===== src/rtl/iomem_initiator.sv =====
// Bus initiator for the PicoRV32-style iomem port: queues register commands in a
// small FIFO and issues them one at a time, returning read data or a timeout flag.
module iomem_initiator #(
    parameter int DEPTH    = 4,
    parameter int TIMEOUT  = 255,
    parameter int TO_WIDTH = 8
) (
    input  logic        clk,
    input  logic        resetn,
    input  logic        cmd_valid,
    output logic        cmd_ready,
    input  logic [31:0] cmd_addr,
    input  logic [31:0] cmd_wdata,
    input  logic [3:0]  cmd_wstrb,
    output logic        rsp_valid,
    input  logic        rsp_ready,
    output logic [31:0] rsp_rdata,
    output logic        rsp_err,
    output logic        iomem_valid,
    input  logic        iomem_ready,
    output logic [31:0] iomem_addr,
    output logic [31:0] iomem_wdata,
    output logic [3:0]  iomem_wstrb,
    input  logic [31:0] iomem_rdata,
    output logic        busy
);
    localparam int PW = (DEPTH > 1) ? $clog2(DEPTH) : 1;
    localparam int CW = $clog2(DEPTH) + 1;
    localparam logic [CW-1:0] FULL = CW'(DEPTH);
    localparam bit TO_EN = (TIMEOUT != 0);
    localparam logic [TO_WIDTH-1:0] TO_LAST = TO_EN ? TO_WIDTH'(TIMEOUT - 1) : '0;

    typedef enum logic [1:0] {IDLE, REQ, RSP} state_t;

    state_t state_reg, state_next;

    logic [31:0] addr_mem  [DEPTH];
    logic [31:0] wdata_mem [DEPTH];
    logic [3:0]  wstrb_mem [DEPTH];

    logic [PW-1:0] wr_ptr_reg, rd_ptr_reg;
    logic [CW-1:0] count_reg;

    logic                valid_reg, valid_next;
    logic [31:0]         addr_reg, addr_next;
    logic [31:0]         wdata_reg, wdata_next;
    logic [3:0]          wstrb_reg, wstrb_next;
    logic [TO_WIDTH-1:0] to_cnt_reg, to_cnt_next;
    logic                rsp_valid_reg, rsp_valid_next;
    logic [31:0]         rsp_rdata_reg, rsp_rdata_next;
    logic                rsp_err_reg, rsp_err_next;

    logic push, pop;

    assign cmd_ready = (count_reg != FULL);
    assign push      = cmd_valid && cmd_ready;
    assign pop       = (state_reg == IDLE) && (count_reg != '0);

    // Storage is left out of reset so it maps onto distributed/block RAM.
    always_ff @(posedge clk) begin
        if (push) begin
            addr_mem[wr_ptr_reg]  <= cmd_addr;
            wdata_mem[wr_ptr_reg] <= cmd_wdata;
            wstrb_mem[wr_ptr_reg] <= cmd_wstrb;
        end
    end

    always_ff @(posedge clk) begin
        if (!resetn) begin
            wr_ptr_reg <= '0;
            rd_ptr_reg <= '0;
            count_reg  <= '0;
        end else begin
            if (push) wr_ptr_reg <= wr_ptr_reg + PW'(1);
            if (pop)  rd_ptr_reg <= rd_ptr_reg + PW'(1);
            case ({push, pop})
                2'b10:   count_reg <= count_reg + CW'(1);
                2'b01:   count_reg <= count_reg - CW'(1);
                default: count_reg <= count_reg;
            endcase
        end
    end

    always_comb begin
        state_next     = state_reg;
        valid_next     = valid_reg;
        addr_next      = addr_reg;
        wdata_next     = wdata_reg;
        wstrb_next     = wstrb_reg;
        to_cnt_next    = to_cnt_reg;
        rsp_valid_next = rsp_valid_reg;
        rsp_rdata_next = rsp_rdata_reg;
        rsp_err_next   = rsp_err_reg;
        case (state_reg)
            IDLE: begin
                if (pop) begin
                    addr_next   = addr_mem[rd_ptr_reg];
                    wdata_next  = wdata_mem[rd_ptr_reg];
                    wstrb_next  = wstrb_mem[rd_ptr_reg];
                    valid_next  = 1'b1;
                    to_cnt_next = '0;
                    state_next  = REQ;
                end
            end
            REQ: begin
                // A responder ack on the final timeout cycle still counts as success.
                if (iomem_ready) begin
                    valid_next     = 1'b0;
                    rsp_rdata_next = iomem_rdata;
                    rsp_err_next   = 1'b0;
                    rsp_valid_next = 1'b1;
                    state_next     = RSP;
                end else if (TO_EN && (to_cnt_reg == TO_LAST)) begin
                    valid_next     = 1'b0;
                    rsp_rdata_next = '0;
                    rsp_err_next   = 1'b1;
                    rsp_valid_next = 1'b1;
                    state_next     = RSP;
                end else begin
                    to_cnt_next = to_cnt_reg + TO_WIDTH'(1);
                end
            end
            RSP: begin
                if (rsp_ready) begin
                    rsp_valid_next = 1'b0;
                    state_next     = IDLE;
                end
            end
            default: state_next = IDLE;
        endcase
    end

    always_ff @(posedge clk) begin
        if (!resetn) begin
            state_reg     <= IDLE;
            valid_reg     <= 1'b0;
            addr_reg      <= '0;
            wdata_reg     <= '0;
            wstrb_reg     <= '0;
            to_cnt_reg    <= '0;
            rsp_valid_reg <= 1'b0;
            rsp_rdata_reg <= '0;
            rsp_err_reg   <= 1'b0;
        end else begin
            state_reg     <= state_next;
            valid_reg     <= valid_next;
            addr_reg      <= addr_next;
            wdata_reg     <= wdata_next;
            wstrb_reg     <= wstrb_next;
            to_cnt_reg    <= to_cnt_next;
            rsp_valid_reg <= rsp_valid_next;
            rsp_rdata_reg <= rsp_rdata_next;
            rsp_err_reg   <= rsp_err_next;
        end
    end

    assign iomem_valid = valid_reg;
    assign iomem_addr  = addr_reg;
    assign iomem_wdata = wdata_reg;
    assign iomem_wstrb = wstrb_reg;
    assign rsp_valid   = rsp_valid_reg;
    assign rsp_rdata   = rsp_rdata_reg;
    assign rsp_err     = rsp_err_reg;
    assign busy        = (count_reg != '0) || (state_reg != IDLE);
endmodule


===== config.mk =====
export PLATFORM = sky130hd
export DESIGN_NAME = iomem_initiator
export DESIGN_NICKNAME = d
export VERILOG_FILES = /design/src/rtl/iomem_initiator.sv
export SDC_FILE = /design/constraint.sdc
export NUM_CORES = 1
export LEC_CHECK = 0
export ABC_CLOCK_PERIOD_IN_PS = 3400
export BUFFER_PORTS_ARGS = -buffer_cell sky130_fd_sc_hd__buf_4
export CAP_MARGIN = 40
export CORE_UTILIZATION = 40
export CTS_BUF_LIST = sky130_fd_sc_hd__clkbuf_8
export CTS_CLUSTER_DIAMETER = 200
export DETAILED_ROUTE_END_ITERATION = 16
export GPL_TIMING_DRIVEN = 0
export SLEW_MARGIN = 20
export SYNTH_ARGS = -nofsm -noshare
export SYNTH_HDL_FRONTEND = slang
export SYNTH_SLANG_ARGS = --single-unit

===== constraint.sdc =====
create_clock -name clk -period 3.4 [get_ports clk]
set_input_delay 0.68 -clock clk [delete_from_list [all_inputs] [get_ports clk]]
set_output_delay 0.68 -clock clk [all_outputs]
set_load 0.05 [all_outputs]

==> impl_metrics.tcl, run 1 <==
set metrics [dict create \
    status "complete, no violations" \
    overflow 0 \
    placed_cells 1513 \
    finalCritPeriodShare 0.7955 \
    min_to "addr_mem[1][14]" \
    drive_gt1_frac 0.3528 \
    power_leakage_nw 6.475 \
    synthTopCellsByArea "edfxtp_1, dfxtp_1, mux4_2, nand2_1, a21oi_1" \
    peakVddDrop_v 0.0004567 \
    final_cell_area_um2 17770 \
    placed_area_um2 16410 \
    setup_violations 0 \
    fin_cells 1634 \
    async_flop_share 0 \
    met1_length_mm 12.76 \
    crit_path_start_kind "flop" \
    antenna_found_initial 2 \
    largest_registers "addr_mem: 128 flops, wdata_mem: 128 flops" \
    max_freq_ghz 0.3698 \
    cp_max_fo 10 \
    cts.repair.resized 0 \
    hold_class "primary input to flop" \
    grt_max_degree 44 \
    grt_pass1_wl_mm 47.28 \
    highest_layer "met5" \
    n_antenna_cell 0 \
    holdBufCountCts 0 \
    crit_required_ps 3920 \
    grt_pass1_vias 8568 \
    r2r_setup_slack_ps 700 \
    r2r_start "state_reg[0]" \
    clock_latency_ps 600 \
    report.power.total_mw 15.56 \
    end_kind "flop" \
    port_buffers 209 \
    max-cap-violations 0 \
    ff2ff_path_depth 10 \
    gp_congestion 0.7750 \
    synth.cell_area_um2 14150 \
    yosysTopAreaCellShare 0.5774 \
    wl_per_cell_um 18.76 \
    multi_input_comb_area_um2 3297 \
    die-area_um2 36120 \
    skew_ps 22.84 \
    cp.arrival_ps 3230 \
    grt_usage 0.1759 \
    syn2layout_area_growth_pct 25.65 \
    core_um2 34630 \
    syn_area_per_cell_um2 16.74 \
    drt_first_pass_iters 5 \
    clock-sinks 392 \
    rsz0062_at_grt "false" \
    syn_nets 958 \
    syn_inst 845 \
    ys_ff_latch 392 \
    cts_root_buffer "clkbuf_8" \
    io_pins 210 \
    route.met3.wl_mm 2.033 \
    hold_viol_final 0 \
    crit_path_start "state_reg[0]" \
    cts_buffers 66 \
    cts_max_level 3 \
    routed_wl_mm 30.65 \
    vias 8121 \
    hold_depth 1 \
    postCtsSetupRepairBufs 0 \
    max-clock-path-buffers 3 \
    hold_start "cmd_addr[14]" \
    drc 0 \
    die_w_um 190.1 \
    via_per_inst 4.970 \
    yosys_warnings 0 \
    floorplan.initialDensity 0.4085 \
    timing.final.crit_period_ps 2705 \
    synth_ff_type "edfxtp_1" \
    die_h_um 190.1 \
    final_nets 1239 \
    max_slew_margin 0.4964 \
    power.density_nw_per_um2 875.5 \
    synth_top_area_cell "edfxtp_1" \
    fill_cells 2958 \
    dp_hpwl_mm 19.16 \
    yosysUniqueCellTypes 46 \
    r2r_end "count_reg[2]" \
    critPathKind "flop to flop" \
    synth_edf_count 272 \
    ant_nets 0 \
    path_clk_slew_ps 60 \
    whs_ps 277.9 \
    rows 68 \
    final_util 0.5133 \
    drtIter0Drc 393 \
    maxSlewViolCount 0 \
    cts_tree "yes" \
    synth_seq_area_share 0.7472 \
    dr_wl_met2_mm 15.06 \
    worst_slew_pin_slew_ps 755.4 \
    seqCellArea_um2 10570 \
]
[logic make-up after synthesis]
group | Yosys count | synth area share
mux | 68 | 0.1083
buf+inv | 58 | 0.02114
fa+ha+maj | 8 | 0.007606
simple gates | 186 | 0.05555
flops | 392 | 0.7472
xor+xnor | 6 | 0.003715
compound gates | 127 | 0.05652
[cell usage after synthesis, types with 2 or more instances]
library cell / instances
inv_1: 8
and3_1: 6
o21a_1: 2
o21ai_0: 3
o31ai_1: 2
ha_1: 7
xor2_1: 4
buf_6: 7
xnor2_1: 2
clkbuf_1: 21
nor2_1: 11
nand3_1: 9
buf_2: 19
edfxtp_1: 272
a21oi_1: 77
or4_1: 2
dfxtp_1: 120
mux4_2: 68
or3_1: 2
nand2_1: 145
a22o_1: 33
[where the power goes]
part	total (mW)	switching [mW]	leakage (nW)	internal (mW)
combinational	5.14	3.38	2.23	1.75
clock	4.18	1.83	0.774	2.35
sequential	6.24	0.333	3.47	5.91
total	15.6	5.55	6.47	10.0
[layout by cell type, fill, tap and decap left out, drive strengths merged, types with 3 or more instances in the layout]
cell type,Yosys,final
o21ai,4,4
dfxtp,120,120
ha,7,7
edfxtp,272,272
xor2,4,4
or3,3,3
nand3,9,9
clkbuf,22,108
clkinv,0,9
nor2,11,11
buf,27,240
and3,6,6
nand2,145,145
a22o,33,33
mux4,68,68
inv,9,32
a21oi,78,78
[cell type report]
cell class              count  share of cell area
multi-input cells         395              0.1855
inverters                   9            0.001901
clock buffers              86             0.06659
plain buffers              49             0.01492
flip-flops and latches    392              0.5947
clock inverters            35             0.01035
well taps                 455             0.03203
repair buffers            213             0.09404
[worst max-delay path, cell delays in order, from the launching register on]
cell	delay, ps
dfxtp_1	360
nor2_1	330
nand2_1	170
inv_2	230
buf_2	290
ha_1	220
inv_1	60
fa_1	370
xor2_1	160
or3_1	310
a21oi_1	140
[through the flow]
step                setup TNS [ps]  setup slack [ps]
CTS                              0             669.4
global placement           -228150            -896.0
detailed placement               0             676.5
floorplan                        0             386.3
global route                     0             411.5
finish                           0             695.5
[worst max-delay path by stage]
stage	endpoint	slack, ps
2_1_floorplan	addr_mem[0][0]	390
3_3_place_gp	addr_mem[0][13]	-900
3_5_place_dp	count_reg[2]	680
4_1_cts	count_reg[2]	670
5_1_grt	count_reg[2]	410
6_report	count_reg[2]	700
[per-layer routing]
layer  GRT usage  up-vias
li1            -     3799
met1      0.2107     4015
met2      0.2955      242
met3     0.05018       61
met4     0.07599        4
met5           0        -
No activity file was read; power rests on OpenSTA's default activity.
==> inputs of run 2 (changes only) <==
- ABC_CLOCK_PERIOD_IN_PS: 3400 -> 2800
- clock period: 3.4 -> 2.8 ns (I/O delays scaled with it)
==> run 2 against run 1 <==
Against the previous run: wire length fell by 1.5%; clock skew down 4.4 ps; first-iteration DRC count fell by 2.5%; die area unchanged; critical path depth stayed put; power grew 21%; combinational power is 22% higher; hold slack got worse by 120 ps; critical endpoint unchanged; highest routed layer unchanged.
==> impl_metrics.tcl, run 2 (same netlist as run 1, synthesis figures left out) <==
set metrics [dict create \
    clock_latency_ps 600 \
    cts_buffers 67 \
    path_clk_slew_ps 60 \
    critPathBufInv 3 \
    max-clock-path-buffers 3 \
    seqCellArea_um2 10570 \
    placed_area_um2 16410 \
    drtIter0Drc 383 \
    crit_path_start "state_reg[0]" \
    grt_pass1_wl_mm 45.82 \
    grt_max_degree 43 \
    floorplan.initialDensity 0.4085 \
    cts_max_level 3 \
    final_nets 1240 \
    r2r_end "count_reg[2]" \
    postCtsSetupRepairBufs 0 \
    largest_registers "addr_mem: 128 flops, wdata_mem: 128 flops" \
    r2r_setup_slack_ps 230 \
    skew_ps 18.40 \
    grt_pass1_vias 8155 \
    cp.arrival_ps 3090 \
    ant_nets 0 \
    antenna_found_initial 1 \
    cts.repair.resized 0 \
    setup_violations 0 \
    vias 8068 \
    max-cap-violations 0 \
    die-area_um2 36120 \
    multi_input_comb_area_um2 3299 \
    crit_required_ps 3320 \
    die_h_um 190.1 \
    max_slew_margin 0.5187 \
    hold_viol_final 0 \
    drc 0 \
    cp.depth 10 \
    rsz0062_at_grt "false" \
    overflow 0 \
    crit_path_start_kind "flop" \
    r2r_start "state_reg[0]" \
    peakVddDrop_v 0.0006433 \
    dp_hpwl_mm 19.07 \
    report.power.total_mw 18.87 \
    syn2layout_area_growth_pct 25.46 \
    port_buffers 209 \
    clock-sinks 392 \
    critPathMaxStageDelay_ps 370 \
    n_antenna_cell 0 \
    via_per_inst 4.932 \
    final_util 0.5125 \
    final_cell_area_um2 17750 \
    maxSlewViolCount 0 \
    power_leakage_nw 6.457 \
    power.density_nw_per_um2 1063 \
    endpoint "count_reg[2]" \
    die_w_um 190.1 \
    hold_class "primary input to flop" \
    whs_ps 158.5 \
    cts_tree "yes" \
    layout_commonest_cell "edfxtp_1" \
    timing.final.crit_period_ps 2571 \
    routed_wl_mm 30.21 \
    fill_cells 2949 \
    status "complete, no violations" \
    cp_max_fo 10 \
    cts_root_buffer "clkbuf_8" \
    grt_usage 0.1688 \
    end_kind "flop" \
    cpMaxStageDelayCell "fa_1" \
    worst_slew_pin_slew_ps 721.9 \
    critPathKind "flop to flop" \
    final_cell_mix "edfxtp_1, buf_4, nand2_1, dfxtp_1, a21oi_1" \
    io_pins 210 \
    core_um2 34630 \
    rows 68 \
    drt_first_pass_iters 4 \
    max_freq_ghz 0.3890 \
    holdBufCountCts 0 \
    ff2ff_path_depth 10 \
    finalCritPeriodShare 0.9181 \
    fin_setup_tns_ps 0 \
    hold_depth 1 \
    critPathTopFamily "simple AND/OR/NAND/NOR gates" \
    gp_congestion 0.7542 \
    wl_per_cell_um 18.46 \
    crit_chain "nor2_2, nand2_1, inv_2, clkbuf_4, ha_1, inv_1, fa_1, xor2_1, or3_1, a21oi_1" \
    drive_gt1_frac 0.3463 \
]
==> run 2: cell types whose count changed in the layout (fill, tap and decap cells not counted), sizes merged <==
cell,change
clkinvlp,+3
inv,+3
buf,-1
bufinv,+3
clkbuf,-11
clkinv,+5
==> run 2: per-stage QoR <==
step	setup slack [ps]	cells
after CTS	16.53	1636
after global routing	19.80	1636
after floorplan	260.1	845
after detailed placement	29.69	1513
after global placement	26.56	1509
final	229.3	1636
==> run 2: worst min path at each step <==
stage	to	slack, ps	startpoint
after detailed placement	iomem_addr[10]	450	iomem_addr[10]
after global routing	wstrb_mem[0][1]	110	cmd_wstrb[1]
after CTS	wdata_mem[0][29]	100	cmd_wdata[29]
after global placement	iomem_addr[0]	440	iomem_addr[0]
after floorplan	wr_ptr_reg[1]	470	wr_ptr_reg[1]
final	wstrb_mem[2][1]	160	cmd_wstrb[1]
==> run 2: layout make-up <==
| class | count | area share |
|---|---|---|
| repair buffers | 213 | 0.09419 |
| multi-input cells | 395 | 0.1859 |
| inverters | 9 | 0.001904 |
| flip-flops and latches | 392 | 0.5956 |
| well taps | 455 | 0.03208 |
| clock inverters | 49 | 0.01784 |
| clock buffers | 74 | 0.05739 |
| plain buffers | 49 | 0.01509 |
==> run 2: report_power, final <==
group          internal, mW  switching [mW]
sequential             7.17           0.400
clock                  2.81            2.24
combinational          2.14            4.11
total                  12.1            6.75
==> run 2: routing by layer <==
metal  vias to the layer above  track usage  part of all wire  wire (um)
met5                         -            0           0.00053         16
met1                      3952       0.2109              0.42      12700
met2                       263       0.2747              0.49      14740
met3                        52      0.05220             0.070       2121
met4                         2      0.06390             0.021        628
li1                       3799            -                 -          -
==> inputs of run 3 (changes only) <==
- CELL_PAD_IN_SITES_DETAIL_PLACEMENT: unset -> 0
- CELL_PAD_IN_SITES_GLOBAL_PLACEMENT: unset -> 2
- PLACE_DENSITY_LB_ADDON: unset -> 0.1
==> run 3 against run 2 <==
Against the previous run: final cell count decreased by 0.24%; wire length is 4.7% higher; sequential share of layout area rose by 0.47 points; clock skew rose by 1.4 ps; first-iteration DRC count rose by 3.4%; sequential cell count unchanged; largest power group unchanged; largest cell class unchanged; utilization decreased by 0.40 points; power decreased by 2.3%; setup slack got worse by 5.1 ps; register-to-register slack about the same; global-route usage grew 1.0 points.
==> impl_metrics.tcl, run 3 (same netlist as run 1, synthesis figures left out) <==
set metrics [dict create \
    drt_first_pass_iters 7 \
    core_um2 34630 \
    power_switching_mw 6.745 \
    vias 8063 \
    critPathKind "flop to flop" \
    hold_depth 1 \
    holdBufCountCts 0 \
    drive_gt1_frac 0.3398 \
    wl_per_cell_um 19.37 \
    hold_start "cmd_wdata[23]" \
    multi_input_comb_area_um2 3299 \
    final_cell_area_um2 17610 \
    layout_commonest_cell "edfxtp_1" \
    drc 0 \
    syn2layout_area_growth_pct 24.48 \
    cts_tree "yes" \
    fin_setup_tns_ps 0 \
    cp_max_fo 10 \
    status "complete, no violations" \
    final_nets 1240 \
    power.density_nw_per_um2 1047 \
    p_int_mw 11.69 \
    max_freq_ghz 0.3882 \
    report.power.total_mw 18.43 \
    r2r_end "count_reg[2]" \
    via_per_inst 4.941 \
    maxSlewViolCount 0 \
    ff2ff_path_depth 10 \
    seq_power_share 0.410 \
    finalCritPeriodShare 0.9199 \
    rows 68 \
    clkPwrFrac 0.248 \
    end_kind "flop" \
    combPwrFrac 0.342 \
    antenna_found_initial 0 \
    overflow 0 \
    hold_class "primary input to flop" \
    floorplan.initialDensity 0.4085 \
    crit_required_ps 3300 \
    die-area_um2 36120 \
    drtIter0Drc 396 \
    final_cell_mix "edfxtp_1, buf_4, nand2_1, dfxtp_1, a21oi_1" \
    die_w_um 190.1 \
    max-cap-violations 0 \
    peakVddDrop_v 0.0005376 \
    min_to "wdata_mem[1][23]" \
    timing.final.crit_period_ps 2576 \
    rsz0062_at_grt "false" \
    seqCellArea_um2 10570 \
    timing.final.ws_setup_ps 224.2 \
    skew_ps 19.83 \
    n_antenna_cell 0 \
    max-clock-path-buffers 3 \
    path_clk_slew_ps 60 \
    cts_max_level 3 \
    largest_registers "addr_mem: 128 flops, wdata_mem: 128 flops" \
    hold_viol_final 0 \
    placed_area_um2 16410 \
    routed_wl_mm 31.61 \
    power_leakage_nw 6.398 \
    gp_congestion 0.7327 \
    grt_max_degree 42 \
    setup_violations 0 \
    clock_latency_ps 580 \
    max_slew_margin 0.4646 \
    cp.arrival_ps 3080 \
    postCtsSetupRepairBufs 0 \
    crit_path_start_kind "flop" \
    preCtsSetupSlack_ps 5.792 \
    dp_hpwl_mm 19.85 \
    final_util 0.5085 \
    swShare 0.3660 \
    cts_root_buffer "clkbuf_8" \
    port_buffers 209 \
    die_h_um 190.1 \
    r2r_start "state_reg[0]" \
    fill_cells 2990 \
    grt_usage 0.1788 \
    r2r_setup_slack_ps 220 \
    clock-sinks 392 \
    io_pins 210 \
    grt_pass1_wl_mm 48.40 \
    cts_buffers 67 \
    cts.repair.resized 0 \
    worst_slew_pin_slew_ps 803.1 \
    grt_pass1_vias 8419 \
    ant_nets 0 \
]
## run 3: cell type report
| type | count | area share |
|---|---|---|
| plain buffers | 49 | 0.01521 |
| clock buffers | 72 | 0.05627 |
| clock inverters | 47 | 0.01130 |
| inverters | 9 | 0.001918 |
| multi-input cells | 395 | 0.1874 |
| flip-flops and latches | 392 | 0.6003 |
| well taps | 455 | 0.03233 |
| repair buffers | 213 | 0.09535 |
## run 3: stage by stage
| step | cells | hold WS (ps) |
|---|---|---|
| final | 1632 | 176.0 |
| after global routing | 1632 | 134.4 |
| after CTS | 1632 | 133.4 |
| after detailed placement | 1513 | 447.2 |
| after global placement | 1509 | 444.0 |
| after floorplan | 845 | 469.2 |
## run 3: worst max path at each step
stage / endpoint / from / cells past startpoint / slack [ps]
final: count_reg[2] / state_reg[0] / 10 / 220
after floorplan: count_reg[2] / count_reg[0] / 9 / 260
after detailed placement: count_reg[2] / state_reg[0] / 10 / 6
after global routing: count_reg[2] / state_reg[0] / 10 / 30
after CTS: count_reg[2] / state_reg[0] / 10 / 2
after global placement: addr_mem[2][14] / count_reg[0] / 2 / -50
## run 3: layer usage
metal	vias to the layer above	wire length [um]	GRT usage
met4	0	790	0.06638
met3	63	2111	0.04999
met1	3965	13380	0.2256
met5	-	0	0
met2	242	15330	0.2931
li1	3793	-	-
## run 3: power groups by stage
stage               sequential [mW]  combinational (mW)  clock, mW
floorplan                      9.21                2.74          0
detailed placement             7.68                6.45          0
CTS                            7.57                6.46       4.75
global route                   7.66                6.84       4.97
global placement               7.69                6.39          0
finish                         7.56                6.30       4.57
## run 3: worst max-delay path: stages (launching register included)
cell	delay, ps
dfxtp_1	370
nor2_2	240
nand2_1	150
inv_2	230
clkbuf_4	280
ha_1	200
inv_1	60
fa_1	370
xor2_1	150
or3_1	300
a21oi_1	140
